### src/rtl/huffman_dec_ctrl.sv
`default_nettype none
// ============================================================================
// Module   : huffman_dec_ctrl
// Purpose  : Stream controller for a serial Huffman decoder. Serialises packed
//            code bytes MSB-first into the decoder, collects decoded symbols
//            in a small output FIFO, counts symbols per frame and aborts a
//            frame whose current code grows past MAX_CODE_LEN bits.
// Options  : HUFF_CTRL_STATS_EN adds per-frame statistics outputs
//            stat_bits (bits sent, saturating) and stat_maxlen (longest code).
// Revision : 1.0 - initial release
// ============================================================================
module huffman_dec_ctrl #(
  parameter int FIFO_DEPTH   = 4,
  parameter int MAX_CODE_LEN = 8,
  parameter int SYM_W        = 6,
  parameter int CNT_W        = 16
) (
  input  logic             clk,
  input  logic             rst,            // asynchronous, active-low
  input  logic             start,
  input  logic [CNT_W-1:0] frame_len,
  input  logic [7:0]       byte_in,
  input  logic             byte_valid,
  output logic             byte_ready,
  output logic             dec_clr,
  output logic             dec_bit,
  output logic             dec_bit_en,
  input  logic [SYM_W-1:0] dec_sym,
  input  logic             dec_sym_valid,
  output logic [SYM_W-1:0] sym_out,
  output logic             sym_valid,
  input  logic             sym_ready,
  output logic             busy,
  output logic             done,
  output logic             err
`ifdef HUFF_CTRL_STATS_EN
  ,
  output logic [CNT_W-1:0] stat_bits,
  output logic [3:0]       stat_maxlen
`endif
);

  localparam int PTR_W = $clog2(FIFO_DEPTH);

  localparam logic [PTR_W:0] c_depth    = (PTR_W+1)'(FIFO_DEPTH);
  localparam logic [3:0]     c_len_last = 4'(MAX_CODE_LEN - 1);

  localparam logic [2:0] c_st_idle  = 3'd0;
  localparam logic [2:0] c_st_clr   = 3'd1;
  localparam logic [2:0] c_st_load  = 3'd2;
  localparam logic [2:0] c_st_shift = 3'd3;
  localparam logic [2:0] c_st_drain = 3'd4;
  localparam logic [2:0] c_st_done  = 3'd5;
  localparam logic [2:0] c_st_err   = 3'd6;

  logic [2:0]       r_state;
  logic [2:0]       w_state_nxt;
  logic [CNT_W-1:0] r_frame_len;
  logic [CNT_W-1:0] r_sym_cnt;
  logic [CNT_W-1:0] w_sym_cnt_nxt;
  logic [3:0]       r_code_len;
  logic [7:0]       r_shreg;
  logic [2:0]       r_bit_idx;
  logic             r_err;

  logic [SYM_W-1:0] r_mem [FIFO_DEPTH];
  logic [PTR_W-1:0] r_wr_ptr;
  logic [PTR_W-1:0] r_rd_ptr;
  logic [PTR_W:0]   r_count;

  logic w_full;
  logic w_bit_en;
  logic w_push;
  logic w_pop;
  logic w_flush;
  logic w_frame_end;
  logic w_accept_start;

  // Handshake and control qualifiers; full is taken from the registered count
  // so a pop only frees a slot for the shifter on the following cycle.
  always_comb begin
    w_full         = (r_count == c_depth);
    w_bit_en       = (r_state == c_st_shift) && !w_full;
    w_push         = w_bit_en && dec_sym_valid;
    w_pop          = (r_count != '0) && sym_ready;
    w_flush        = (r_state == c_st_err);
    w_sym_cnt_nxt  = r_sym_cnt + CNT_W'(1);
    w_frame_end    = (w_sym_cnt_nxt == r_frame_len);
    w_accept_start = (r_state == c_st_idle) && start;
  end

  // State register
  always_ff @(posedge clk or negedge rst) begin
    if (!rst) r_state <= c_st_idle;
    else      r_state <= w_state_nxt;
  end

  // Next-state logic; frame end beats byte reload, code overrun beats reload
  always_comb begin
    w_state_nxt = r_state;
    case (r_state)
      c_st_idle:  if (start) w_state_nxt = c_st_clr;
      c_st_clr:   w_state_nxt = (r_frame_len == '0) ? c_st_done : c_st_load;
      c_st_load:  if (byte_valid) w_state_nxt = c_st_shift;
      c_st_shift: begin
        if (w_bit_en) begin
          if (w_push) begin
            if (w_frame_end)            w_state_nxt = c_st_drain;
            else if (r_bit_idx == 3'd0) w_state_nxt = c_st_load;
          end else begin
            if (r_code_len == c_len_last) w_state_nxt = c_st_err;
            else if (r_bit_idx == 3'd0)   w_state_nxt = c_st_load;
          end
        end
      end
      c_st_drain: if (r_count == '0) w_state_nxt = c_st_done;
      c_st_done:  w_state_nxt = c_st_idle;
      c_st_err:   w_state_nxt = c_st_idle;
      default:    w_state_nxt = c_st_idle;
    endcase
  end

  // Moore-style outputs decoded from the current state
  always_comb begin
    byte_ready = (r_state == c_st_load);
    dec_clr    = (r_state == c_st_clr) || (r_state == c_st_err);
    dec_bit    = (r_state == c_st_shift) ? r_shreg[7] : 1'b0;
    dec_bit_en = w_bit_en;
    busy       = (r_state != c_st_idle);
    done       = (r_state == c_st_done);
    err        = r_err;
    sym_valid  = (r_count != '0);
    sym_out    = (r_count != '0) ? r_mem[r_rd_ptr] : '0;
  end

  // Frame bookkeeping: shift register, bit index, code length, symbol count
  always_ff @(posedge clk or negedge rst) begin
    if (!rst) begin
      r_frame_len <= '0;
      r_sym_cnt   <= '0;
      r_code_len  <= '0;
      r_shreg     <= '0;
      r_bit_idx   <= '0;
      r_err       <= 1'b0;
    end else begin
      if (w_accept_start) begin
        r_frame_len <= frame_len;
        r_sym_cnt   <= '0;
        r_code_len  <= '0;
        r_err       <= 1'b0;
      end
      if ((r_state == c_st_load) && byte_valid) begin
        r_shreg   <= byte_in;
        r_bit_idx <= 3'd7;
      end
      if (w_bit_en) begin
        r_shreg   <= {r_shreg[6:0], 1'b0};
        r_bit_idx <= r_bit_idx - 3'd1;
        if (w_push) begin
          r_code_len <= '0;
          r_sym_cnt  <= w_sym_cnt_nxt;
        end else begin
          r_code_len <= r_code_len + 4'd1;
        end
      end
      if (w_flush) r_err <= 1'b1;
    end
  end

  // FIFO storage; contents are only observed through the valid-gated head
  always_ff @(posedge clk) begin
    if (w_push) r_mem[r_wr_ptr] <= dec_sym;
  end

  // FIFO pointers and occupancy; an aborted frame empties the FIFO
  always_ff @(posedge clk or negedge rst) begin
    if (!rst) begin
      r_wr_ptr <= '0;
      r_rd_ptr <= '0;
      r_count  <= '0;
    end else if (w_flush) begin
      r_wr_ptr <= '0;
      r_rd_ptr <= '0;
      r_count  <= '0;
    end else begin
      if (w_push) r_wr_ptr <= r_wr_ptr + PTR_W'(1);
      if (w_pop)  r_rd_ptr <= r_rd_ptr + PTR_W'(1);
      case ({w_push, w_pop})
        2'b10:   r_count <= r_count + (PTR_W+1)'(1);
        2'b01:   r_count <= r_count - (PTR_W+1)'(1);
        default: r_count <= r_count;
      endcase
    end
  end

`ifdef HUFF_CTRL_STATS_EN
  logic [CNT_W-1:0] r_stat_bits;
  logic [3:0]       r_stat_maxlen;
  logic [3:0]       w_len_now;

  // Length of the code completed by the current bit
  always_comb begin
    w_len_now = r_code_len + 4'd1;
  end

  // Per-frame statistics, cleared on an accepted start and held afterwards
  always_ff @(posedge clk or negedge rst) begin
    if (!rst) begin
      r_stat_bits   <= '0;
      r_stat_maxlen <= '0;
    end else if (w_accept_start) begin
      r_stat_bits   <= '0;
      r_stat_maxlen <= '0;
    end else begin
      if (w_bit_en && (r_stat_bits != '1)) r_stat_bits <= r_stat_bits + CNT_W'(1);
      if (w_push && (w_len_now > r_stat_maxlen)) r_stat_maxlen <= w_len_now;
    end
  end

  assign stat_bits   = r_stat_bits;
  assign stat_maxlen = r_stat_maxlen;
`else
  // Statistics counters are not built in this configuration.
`endif

endmodule
`default_nettype wire

### config.mk
export PLATFORM = sky130hd
export DESIGN_NAME = huffman_dec_ctrl
export DESIGN_NICKNAME = d
export VERILOG_FILES = /design/src/rtl/huffman_dec_ctrl.sv
export SDC_FILE = /design/constraint.sdc
export NUM_CORES = 1
export LEC_CHECK = 0
export CELL_PAD_IN_SITES_DETAIL_PLACEMENT = 0
export CELL_PAD_IN_SITES_GLOBAL_PLACEMENT = 1
export CORE_MARGIN = 4
export CORE_UTILIZATION = 44
export DETAILED_ROUTE_END_ITERATION = 12
export GPL_TIMING_DRIVEN = 0
export PLACE_DENSITY_LB_ADDON = 0.1
export SKIP_CTS_REPAIR_TIMING = 1
export SLEW_MARGIN = 10
export SYNTH_ARGS = -nofsm -noshare
export SYNTH_HDL_FRONTEND = slang
export SYNTH_SLANG_ARGS = --single-unit
### constraint.sdc
create_clock -name clk -period 3.8 [get_ports clk]
set_clock_uncertainty 0.05 [all_clocks]
set_input_delay 0.95 -clock clk [delete_from_list [all_inputs] [get_ports clk]]
set_output_delay 0.95 -clock clk [all_outputs]
set_load 0.005 [all_outputs]
==> impl_metrics.py, run 1 <==
metrics = {
    "yosys": {
        "synth_edf_count": 24,
        "synth_top_family_by_area": "simple AND/OR/NAND/NOR gates",
        "postSynthAreaPerCell_sq_um": 10.0,
        "synth_fp_nets": 488,
        "synth_cells": 443,
        "synth_area_sq_mm": 0.00444,
        "synth_fa_ha_area_frac": 0.0270,
        "ys_warn_count": 0,
        "async_flop_share": 0.707,
        "yosysUniqueCellTypes": 57,
        "synth_compound_area_frac": 0.119,
        "yosysSeqAreaShare": 0.489,
        "synth_simple_gate_area_frac": 0.224,
        "synth_xor_xnor_area_share": 0.0434,
        "ys.flop_type": "dfrtp_1",
        "ys_ff_latch": 82,
        "synthMuxAreaShare": 0.0577,
    },
    "setup_path": {
        "max_stage_delay_ps": 590,
        "crit_buf_inv": 3,
        "cp-end-kind": "primary output",
        "worst_setup_path_start_kind": "flop",
        "crit_required_ps": 2800,
        "worstPathMaxFanout": 10,
        "path_class": "flop to primary output",
        "crit_path_top_delay_cell": "clkdlybuf4s50_1",
        "path_cells": "buf_2 -> nand3b_1 -> nor2_2 -> clkbuf_1 -> clkdlybuf4s50_1",
        "arrival_ps": 2490,
        "worst_path_dominant_cell_family": "buffers and inverters",
    },
    "routing": {
        "ant_nets": 0,
        "first_pass_iters": 5,
        "routed_wl_um": 10100,
        "route.detailed.drc": 0,
        "viasPerCell": 5.43,
        "drtIter0Drc": 245,
        "avgRoutedWirePerCell_um": 15.8,
        "vias": 3483,
    },
    "timing": {
        "timing.final.max_slew_violations": 0,
        "period_needed_ps": 3490,
        "fin_crit_sh": 0.918,
        "fin_setup_tns_ps": 0,
        "slew_headroom": 0.505,
        "rsz0062_at_grt": "false",
        "setup_viol": 0,
        "worst_slew_pin_slew_ps": 743,
        "final_hold_viol_count": 0,
        "worst_hold_slack_ps": 436,
        "fmax_ghz": 0.287,
    },
    "global_route": {
        "grt_max_degree": 59,
        "grt_usage": 0.185,
        "antenna_found_initial": 0,
        "grt-ovfl-total": 0,
        "grt_pass1_wl_um": 16900,
        "first_global_vias": 3378,
    },
    "power_and_ir_drop": {
        "peakVddDrop_mv": 0.341,
        "pwr-share-seq": 0.380,
        "p_int_w": 0.00222,
        "power_switching_w": 0.00138,
        "clockPowerShare": 0.185,
        "pwr-share-comb": 0.435,
        "p_sw_frac": 0.384,
        "powerDensity_mw_per_mm2": 680,
        "leakagePower_nw": 2.16,
    },
    "final_layout": {
        "mostFrequentLayoutCells": "nand2_1 (67), dfrtp_1 (58), clkdlybuf4s50_1 (48)",
        "area_delta_synth_final_pct": 19.4,
        "final_common_cell": "nand2_1",
        "drive_gt1_frac": 0.0886,
        "n_fill_cell": 945,
        "diodes": 0,
        "final_nets": 548,
    },
    "die": {
        "fp-row-count": 36,
        "die_x_um": 108,
        "initial_utilization": 0.452,
        "dieArea_sq_mm": 0.0118,
        "core_sq_mm": 0.00982,
        "die_h_um": 108,
        "ioPinCount": 50,
    },
    "clock_network": {
        "clk_latency_ps": 360,
        "clock-root-buffer": "clkbuf_8",
        "numClockSinks": 82,
        "clock_path_buffers": 2,
        "cts_max_level": 3,
        "cts_buffers": 9,
        "tritoncts": "done",
        "path_clk_slew_ps": 90,
    },
    "worst_hold_path": {
        "hp-class": "flop to flop",
    },
    "placement": {
        "dp_hpwl_um": 7410,
        "gp_congestion": 0.831,
        "io_buffers": 49,
    },
    "run": {
        "cap_violations": 0,
    },
    "outcome": {
        "status": "completed",
    },
}
[flip-flops by register name, summed over array words and instances (netlist names)]
signal and count:
r_mem 24, r_frame_len 16, r_sym_cnt 16, r_shreg 8
r_code_len 4, r_bit_idx 3, r_count 3, r_state 3
r_rd_ptr 2, r_wr_ptr 2, err 1
[per-layer routing]
layer / GRT usage / wire length (um)
met1: 0.249 / 4590
met2: 0.304 / 4940
met3: 0.0382 / 527
met4: 0.0532 / 91
met5: 0 / 0
[worst reg2reg max path: stages, from the launching register on]
cell and delay, ps:
dfrtp_1 460, ha_1 180, buf_2 190, nand4_2 240
or4_1 560, a2bb2oi_1 170, o2111ai_1 220, or4_4 570
o31a_1 290
[layout make-up]
| cell class | instances | area (sq um) | share of cell area |
|---|---|---|---|
| Tap cell | 133 | 166 | 0.0314 |
| Clock inverter | 7 | 82.6 | 0.0156 |
| Buffer | 29 | 131 | 0.0248 |
| Timing Repair Buffer | 49 | 488 | 0.0920 |
| Inverter | 12 | 45.0 | 0.00849 |
| Clock buffer | 9 | 124 | 0.0233 |
| Multi-Input combinational cell | 320 | 2100 | 0.395 |
| Sequential cell | 82 | 2170 | 0.409 |
[Yosys cell counts (all sizes together) (3+ instances only)]
cell type	count	share of area
nand3b	4	0.0068
inv	12	0.010
nand2	67	0.057
mux4	6	0.030
a31oi	3	0.0042
ha	8	0.023
nand3	13	0.016
clkbuf	20	0.018
nor2	27	0.023
nor3	11	0.012
or4	4	0.0084
o2111ai	3	0.0059
xor2	10	0.020
mux2i	11	0.025
o21ai	30	0.034
and4	3	0.0059
or2	3	0.0042
nand4	11	0.020
o41ai	5	0.0099
dfrtp	58	0.33
o31ai	11	0.019
and3	5	0.0070
a22o	3	0.0059
and2	11	0.015
a21o	3	0.0051
nor4	10	0.015
nor2b	8	0.011
a21oi	13	0.015
xnor2	12	0.024
nand2b	4	0.0056
edfxtp	24	0.16
buf	9	0.012
[cell families (layout without fill, tap and decap cells)]
kind of cell	count (synthesis)	count (layout)
muxes	18	18
AOI/OAI and AO/OA	82	82
xor gates and xnor gates	22	22
buffers and inverters	41	106
DFF	82	82
adders and majority gates	9	9
and+or+nand+nor	189	189
[power groups by stage]
stage	registers, W	logic, W	clock network, W
2_1_floorplan	0.00133	0.00109	0
3_3_place_gp	0.00139	0.00155	0
3_5_place_dp	0.00140	0.00158	0
4_1_cts	0.00138	0.00159	0.000685
5_1_grt	0.00142	0.00177	0.000721
6_report	0.00137	0.00157	0.000666
[per-stage QoR]
step	instances	power [W]	cell area [sq um]	setup slack (ps)	utilization
2_1_floorplan	443	0.00242	4440	1130	-
3_3_place_gp	625	0.00294	5100	-251	0.519
3_5_place_dp	625	0.00298	5100	159	0.519
4_1_cts	641	0.00365	5300	97.7	0.540
5_1_grt	641	0.00391	5310	91.4	0.540
6_report	641	0.00361	5310	311	0.540
[path summary, 6_finish.rpt]
kind,start,end,slack (ps),cells past startpoint
max,r_state[0],dec_bit_en,310,5
min,r_shreg[2],r_shreg[3],440,2
max reg2reg,r_sym_cnt[0],r_state[0],770,8
min reg2reg,r_shreg[2],r_shreg[3],440,2
max in group asynchronous,rst,r_sym_cnt[15],2610,1
min in group asynchronous,rst,r_code_len[3],590,1
Note: power is estimated with default switching activity, not from simulation.
==> run 2, diff against run 1 <==
--- a/config.mk
+++ b/config.mk
@@ -10,7 +10,6 @@
 export CORE_MARGIN = 4
 export CORE_UTILIZATION = 44
 export DETAILED_ROUTE_END_ITERATION = 12
-export GPL_TIMING_DRIVEN = 0
 export PLACE_DENSITY_LB_ADDON = 0.1
 export SKIP_CTS_REPAIR_TIMING = 1
 export SLEW_MARGIN = 10
==> run 2 against run 1 <==
Effect of this change:
- register-to-register slack improved by 40 ps
- sequential share of layout area rose by 0.45 points
- global-route usage fell by 0.056 points
- clock-buffer cell count did not move
- largest power group unchanged
==> impl_metrics.py, run 2 (synthesis gave the netlist of run 1 again) <==
metrics = {
    "timing": {
        "timing.final.max_slew_violations": 0,
        "period_needed_ps": 3150,
        "fin_ws_ps": 647,
        "rsz0062_at_grt": "false",
        "fin_setup_tns_ps": 0,
        "final_hold_viol_count": 0,
        "slew_headroom": 0.308,
        "fmax_ghz": 0.317,
        "worst_slew_pin_slew_ps": 1040,
        "setup_viol": 0,
        "fin_crit_sh": 0.830,
    },
    "final_layout": {
        "final_nets": 526,
        "largestRegisters": "r_mem: 24 flops, r_frame_len: 16 flops, r_sym_cnt: 16 flops",
        "largest_register_ffs": 24,
        "area_delta_synth_final_pct": 18.1,
        "mostFrequentLayoutCells": "nand2_1 (67), dfrtp_1 (58), clkdlybuf4s50_1 (48)",
        "largest-register": "r_mem",
        "final_common_cell": "nand2_1",
        "diodes": 0,
        "drive_gt1_frac": 0.0864,
    },
    "die": {
        "fp-row-count": 36,
        "die_h_um": 108,
        "ioPinCount": 50,
        "die_x_um": 108,
        "initial_utilization": 0.452,
        "core_sq_mm": 0.00982,
        "dieArea_sq_mm": 0.0118,
    },
    "routing": {
        "routed_wl_um": 10100,
        "first_pass_iters": 4,
        "drtIter0Drc": 288,
        "ant_nets": 0,
        "route.detailed.drc": 0,
        "vias": 3408,
        "viasPerCell": 5.51,
        "avgRoutedWirePerCell_um": 16.4,
    },
    "clock_network": {
        "clk_latency_ps": 360,
        "tritoncts": "done",
        "path_clk_slew_ps": 90,
        "clock_path_buffers": 2,
        "cts_max_level": 3,
        "numClockSinks": 82,
        "cts_buffers": 9,
        "clock-root-buffer": "clkbuf_8",
    },
    "global_route": {
        "grtUsageMet2": 0.309,
        "grt_max_degree": 44,
        "grt-ovfl-total": 0,
        "grt_pass1_wl_um": 16900,
        "first_global_vias": 3382,
        "grtUsageMet1": 0.248,
        "antenna_found_initial": 0,
        "globalRouteMet3Util": 0.0293,
        "grt_usage": 0.185,
        "grt-busiest-layer": "met2",
    },
    "setup_path": {
        "max_stage_delay_ps": 640,
        "worst_setup_path_start_kind": "flop",
        "path_cells": "mux4_2 -> and2_1 -> clkdlybuf4s50_1",
        "path_class": "flop to primary output",
        "worstPathMaxFanout": 8,
        "crit_path_top_delay_cell": "dfrtp_1",
        "cp-end-kind": "primary output",
        "crit_required_ps": 2800,
        "arrival_ps": 2150,
    },
    "worst_hold_path": {
        "hp-class": "flop to flop",
    },
    "placement": {
        "dp_slack_ps": 541,
        "io_buffers": 49,
        "dp_hpwl_um": 7120,
        "gp_congestion": 0.823,
    },
    "power_and_ir_drop": {
        "leakagePower_nw": 2.14,
        "powerDensity_mw_per_mm2": 696,
        "peakVddDrop_mv": 0.250,
        "p_total_w": 0.00365,
    },
    "outcome": {
        "status": "completed",
    },
    "run": {
        "cap_violations": 0,
    },
}
[run 2: cell count changes in the layout (fill, tap and decap cells not counted)]
cell        delta
clkbuf_1      -19
buf_2          -5
buf_4          +3
clkinvlp_4     -2
bufinv_16      +1
clkbuf_4       -1
clkinv_4       +1
[run 2: critical path, delay by kind of cell, from the launching register on]
kind                   cells  cell delay (ps)
flip-flops                 1              640
multiplexers               1              550
AND/OR/NAND/NOR            1              170
buffers and inverters      1              440
[run 2: final timing paths]
path,endpoint,cells past startpoint,slack [ps],startpoint
worst max-delay path,sym_out[1],3,650,r_rd_ptr[0]
worst min-delay path,r_bit_idx[0],1,420,r_bit_idx[0]
worst max register to register,r_state[0],7,810,r_sym_cnt[0]
worst min register to register,r_bit_idx[0],1,420,r_bit_idx[0]
max in group asynchronous,r_frame_len[6],2,2180,rst
min in group asynchronous,r_bit_idx[0],1,720,rst
[run 2: final cells by class]
cell class	count	area, sq um
clock inverters	7	106
flip-flops and latches	82	2170
fillers	939	4570
multi-input cells	320	2100
inverters	12	45.0
clock buffers	9	124
well taps	133	166
repair buffers	56	538
[run 2: routing by layer]
layer | wire [um] | up-vias
li1 | - | 1671
met1 | 4780 | 1656
met2 | 4830 | 70
met3 | 412 | 11
met4 | 117 | 0
met5 | 0 | -
[run 2: stage by stage]
| stage | hold slack [ps] | utilization | std cells | cell area, sq um |
|---|---|---|---|---|
| floorplan | 395 | - | 443 | 4440 |
| global placement | 409 | 0.511 | 603 | 5020 |
| detailed placement | 422 | 0.511 | 603 | 5020 |
| CTS | 435 | 0.535 | 619 | 5250 |
| global route | 467 | 0.535 | 619 | 5250 |
| finish | 424 | 0.535 | 619 | 5250 |
[run 2: power by group]
group | switching, W | internal, W
registers | 0.000279 | 0.00117
clock network | 0.000361 | 0.000383
logic | 0.000735 | 0.000725
total | 0.00138 | 0.00228
==> run 3, diff against run 2 <==
--- a/config.mk
+++ b/config.mk
@@ -8,7 +8,7 @@
 export CELL_PAD_IN_SITES_DETAIL_PLACEMENT = 0
 export CELL_PAD_IN_SITES_GLOBAL_PLACEMENT = 1
 export CORE_MARGIN = 4
-export CORE_UTILIZATION = 44
+export CORE_UTILIZATION = 40
 export DETAILED_ROUTE_END_ITERATION = 12
 export PLACE_DENSITY_LB_ADDON = 0.1
 export SKIP_CTS_REPAIR_TIMING = 1
==> constraint.sdc (replaced) <==
create_clock -name clk -period 2.6 [get_ports clk]
set_clock_uncertainty 0.05 [all_clocks]
set_input_delay 0.65 -clock clk [delete_from_list [all_inputs] [get_ports clk]]
set_output_delay 0.65 -clock clk [all_outputs]
set_load 0.005 [all_outputs]
==> run 3 against run 2 <==
Effect of this change:
- final cell count rose by 8.6%
- hold slack got worse by 230 ps
- register-to-register slack got worse by 770 ps
- global-route usage fell by 1.1 points
- critical path type is now flop to flop
- sequential share of layout area fell by 3.3 points
- clock power rose by 17%
==> impl_metrics.py, run 3 (synthesis gave the netlist of run 1 again) <==
metrics = {
    "die": {
        "die_h_um": 113,
        "die_x_um": 113,
        "dieArea_sq_mm": 0.0129,
        "fp-row-count": 38,
        "core_sq_mm": 0.0108,
        "initial_utilization": 0.410,
        "ioPinCount": 50,
    },
    "setup_path": {
        "rrSetupSlack_ps": 40,
        "cp_common_cell": "or4_4",
        "crit_required_ps": 2800,
        "crit_buf_inv": 0,
        "worst_path_dominant_cell_family": "simple AND/OR/NAND/NOR gates",
        "path_cells": "ha_4 -> nand4_4 -> or4_4 -> a2bb2oi_2 -> o2111ai_2 -> or4_4 -> o31a_1",
        "worst_setup_path_start_kind": "flop",
        "crit_path_top_delay_cell": "or4_4",
        "path_class": "flop to flop",
        "arrival_ps": 2760,
        "max_stage_delay_ps": 550,
        "cp-end-kind": "flop",
        "worstPathMaxFanout": 4,
    },
    "global_route": {
        "first_global_vias": 3531,
        "grt_pass1_wl_um": 17800,
        "grt-busiest-layer": "met2",
        "grt_max_degree": 31,
        "grtUsageMet1": 0.239,
        "grt_usage": 0.174,
        "grtUsageMet2": 0.280,
        "grt-ovfl-total": 0,
        "antenna_found_initial": 0,
        "globalRouteMet3Util": 0.0340,
    },
    "routing": {
        "viasPerCell": 5.29,
        "first_pass_iters": 4,
        "drtIter0Drc": 262,
        "ant_nets": 0,
        "route.detailed.drc": 0,
        "routed_wl_um": 10800,
        "vias": 3556,
        "avgRoutedWirePerCell_um": 16.0,
    },
    "final_layout": {
        "fin_cells": 672,
        "n_fill_cell": 1022,
        "final_nets": 572,
        "diodes": 0,
        "final_common_cell": "nand2_1",
        "mostFrequentLayoutCells": "nand2_1 (67), dfrtp_1 (55), buf_4 (49)",
        "largest_register_ffs": 24,
        "area_delta_synth_final_pct": 28.7,
        "drive_gt1_frac": 0.205,
        "largestRegisters": "r_mem: 24 flops, r_frame_len: 16 flops, r_sym_cnt: 16 flops",
        "largest-register": "r_mem",
    },
    "power_and_ir_drop": {
        "pwr-share-comb": 0.463,
        "p_int_w": 0.00336,
        "p_total_w": 0.00549,
        "power_switching_w": 0.00213,
        "peakVddDrop_mv": 0.459,
        "leakagePower_nw": 2.43,
        "powerDensity_mw_per_mm2": 960,
        "p_sw_frac": 0.388,
        "clockPowerShare": 0.158,
        "pwr-share-seq": 0.379,
    },
    "clock_network": {
        "cts_buffers": 9,
        "cts_max_level": 3,
        "clock_path_buffers": 2,
        "tritoncts": "done",
        "clock-root-buffer": "clkbuf_8",
        "numClockSinks": 82,
        "path_clk_slew_ps": 90,
        "clk_latency_ps": 370,
    },
    "timing": {
        "fmax_ghz": 0.391,
        "slew_headroom": 0.579,
        "rsz0062_at_grt": "true",
        "timing.final.max_slew_violations": 0,
        "fin_crit_sh": 0.984,
        "period_needed_ps": 2560,
        "fin_ws_ps": 42.9,
        "setup_viol": 0,
        "final_hold_viol_count": 0,
        "worst_slew_pin_slew_ps": 630,
    },
    "run": {
        "cap_violations": 0,
    },
    "placement": {
        "placed_cells": 644,
        "gp_congestion": 0.831,
        "io_buffers": 49,
        "dp_hpwl_um": 7910,
        "dp_slack_ps": -349,
    },
    "worst_hold_path": {
        "hp-class": "input port to asynchronous set/reset pin",
    },
    "outcome": {
        "status": "completed",
    },
}
[run 3: changes by cell type in the layout (fill, tap and decap cells not counted), moves of 3 or more]
cell / change
clkinvlp_4: +4
dlymetal6s2s_1: +6
clkdlybuf4s50_1: -7
buf_4: +42
dfrtp_2: +3
dfrtp_1: -3
buf_6: +3
[run 3: metrics by stage]
stage | area (sq um) | hold slack, ps | setup TNS, ps | utilization
2_1_floorplan | 4460 | 304 | 0 | -
3_3_place_gp | 5310 | 411 | -528 | 0.489
3_5_place_dp | 5310 | 420 | -626 | 0.489
4_1_cts | 5490 | 197 | -1120 | 0.506
5_1_grt | 5720 | 223 | -70.6 | 0.528
6_report | 5720 | 196 | 0 | 0.528
[run 3: final timing paths]
kind / from / to / cells past startpoint
worst max register to register: r_sym_cnt[0] / r_state[0] / 7
worst min-delay path: rst / r_code_len[0] / 1
min in group clk: r_bit_idx[0] / r_bit_idx[0] / 1
max in group asynchronous: rst / r_sym_cnt[6] / 2
worst max-delay path: r_sym_cnt[0] / r_state[0] / 7
worst min register to register: r_bit_idx[0] / r_bit_idx[0] / 1
[run 3: cell type report]
cell class | count | area, sq um | share of cell area
Timing Repair Buffer | 102 | 917 | 0.160
Clock inverter | 7 | 60.1 | 0.0105
Tap cell | 140 | 175 | 0.0306
Sequential cell | 82 | 2180 | 0.380
Inverter | 12 | 48.8 | 0.00853
Clock buffer | 9 | 124 | 0.0217
Multi-Input combinational cell | 320 | 2220 | 0.388
[run 3: power groups by stage]
stage	clock [W]	combinational, W	sequential (W)
2_1_floorplan	0	0.00160	0.00195
3_3_place_gp	0	0.00232	0.00207
3_5_place_dp	0	0.00236	0.00209
4_1_cts	0.000904	0.00237	0.00207
5_1_grt	0.000960	0.00282	0.00214
6_report	0.000867	0.00254	0.00208
[run 3: per-layer routing]
| metal | vias to the layer above | wire (um) |
|---|---|---|
| met5 | - | 0 |
| met1 | 1719 | 5070 |
| met3 | 9 | 449 |
| met2 | 67 | 5140 |
| li1 | 1761 | - |
| met4 | 0 | 131 |
[run 3: worst reg2reg max path: cells and delay by family, from the launching register on]
family	cells	cell delay, ps
AOI/OAI and AO/OA	3	610
adders and majority gates	1	190
DFF	1	430
and+or+nand+nor	3	1140
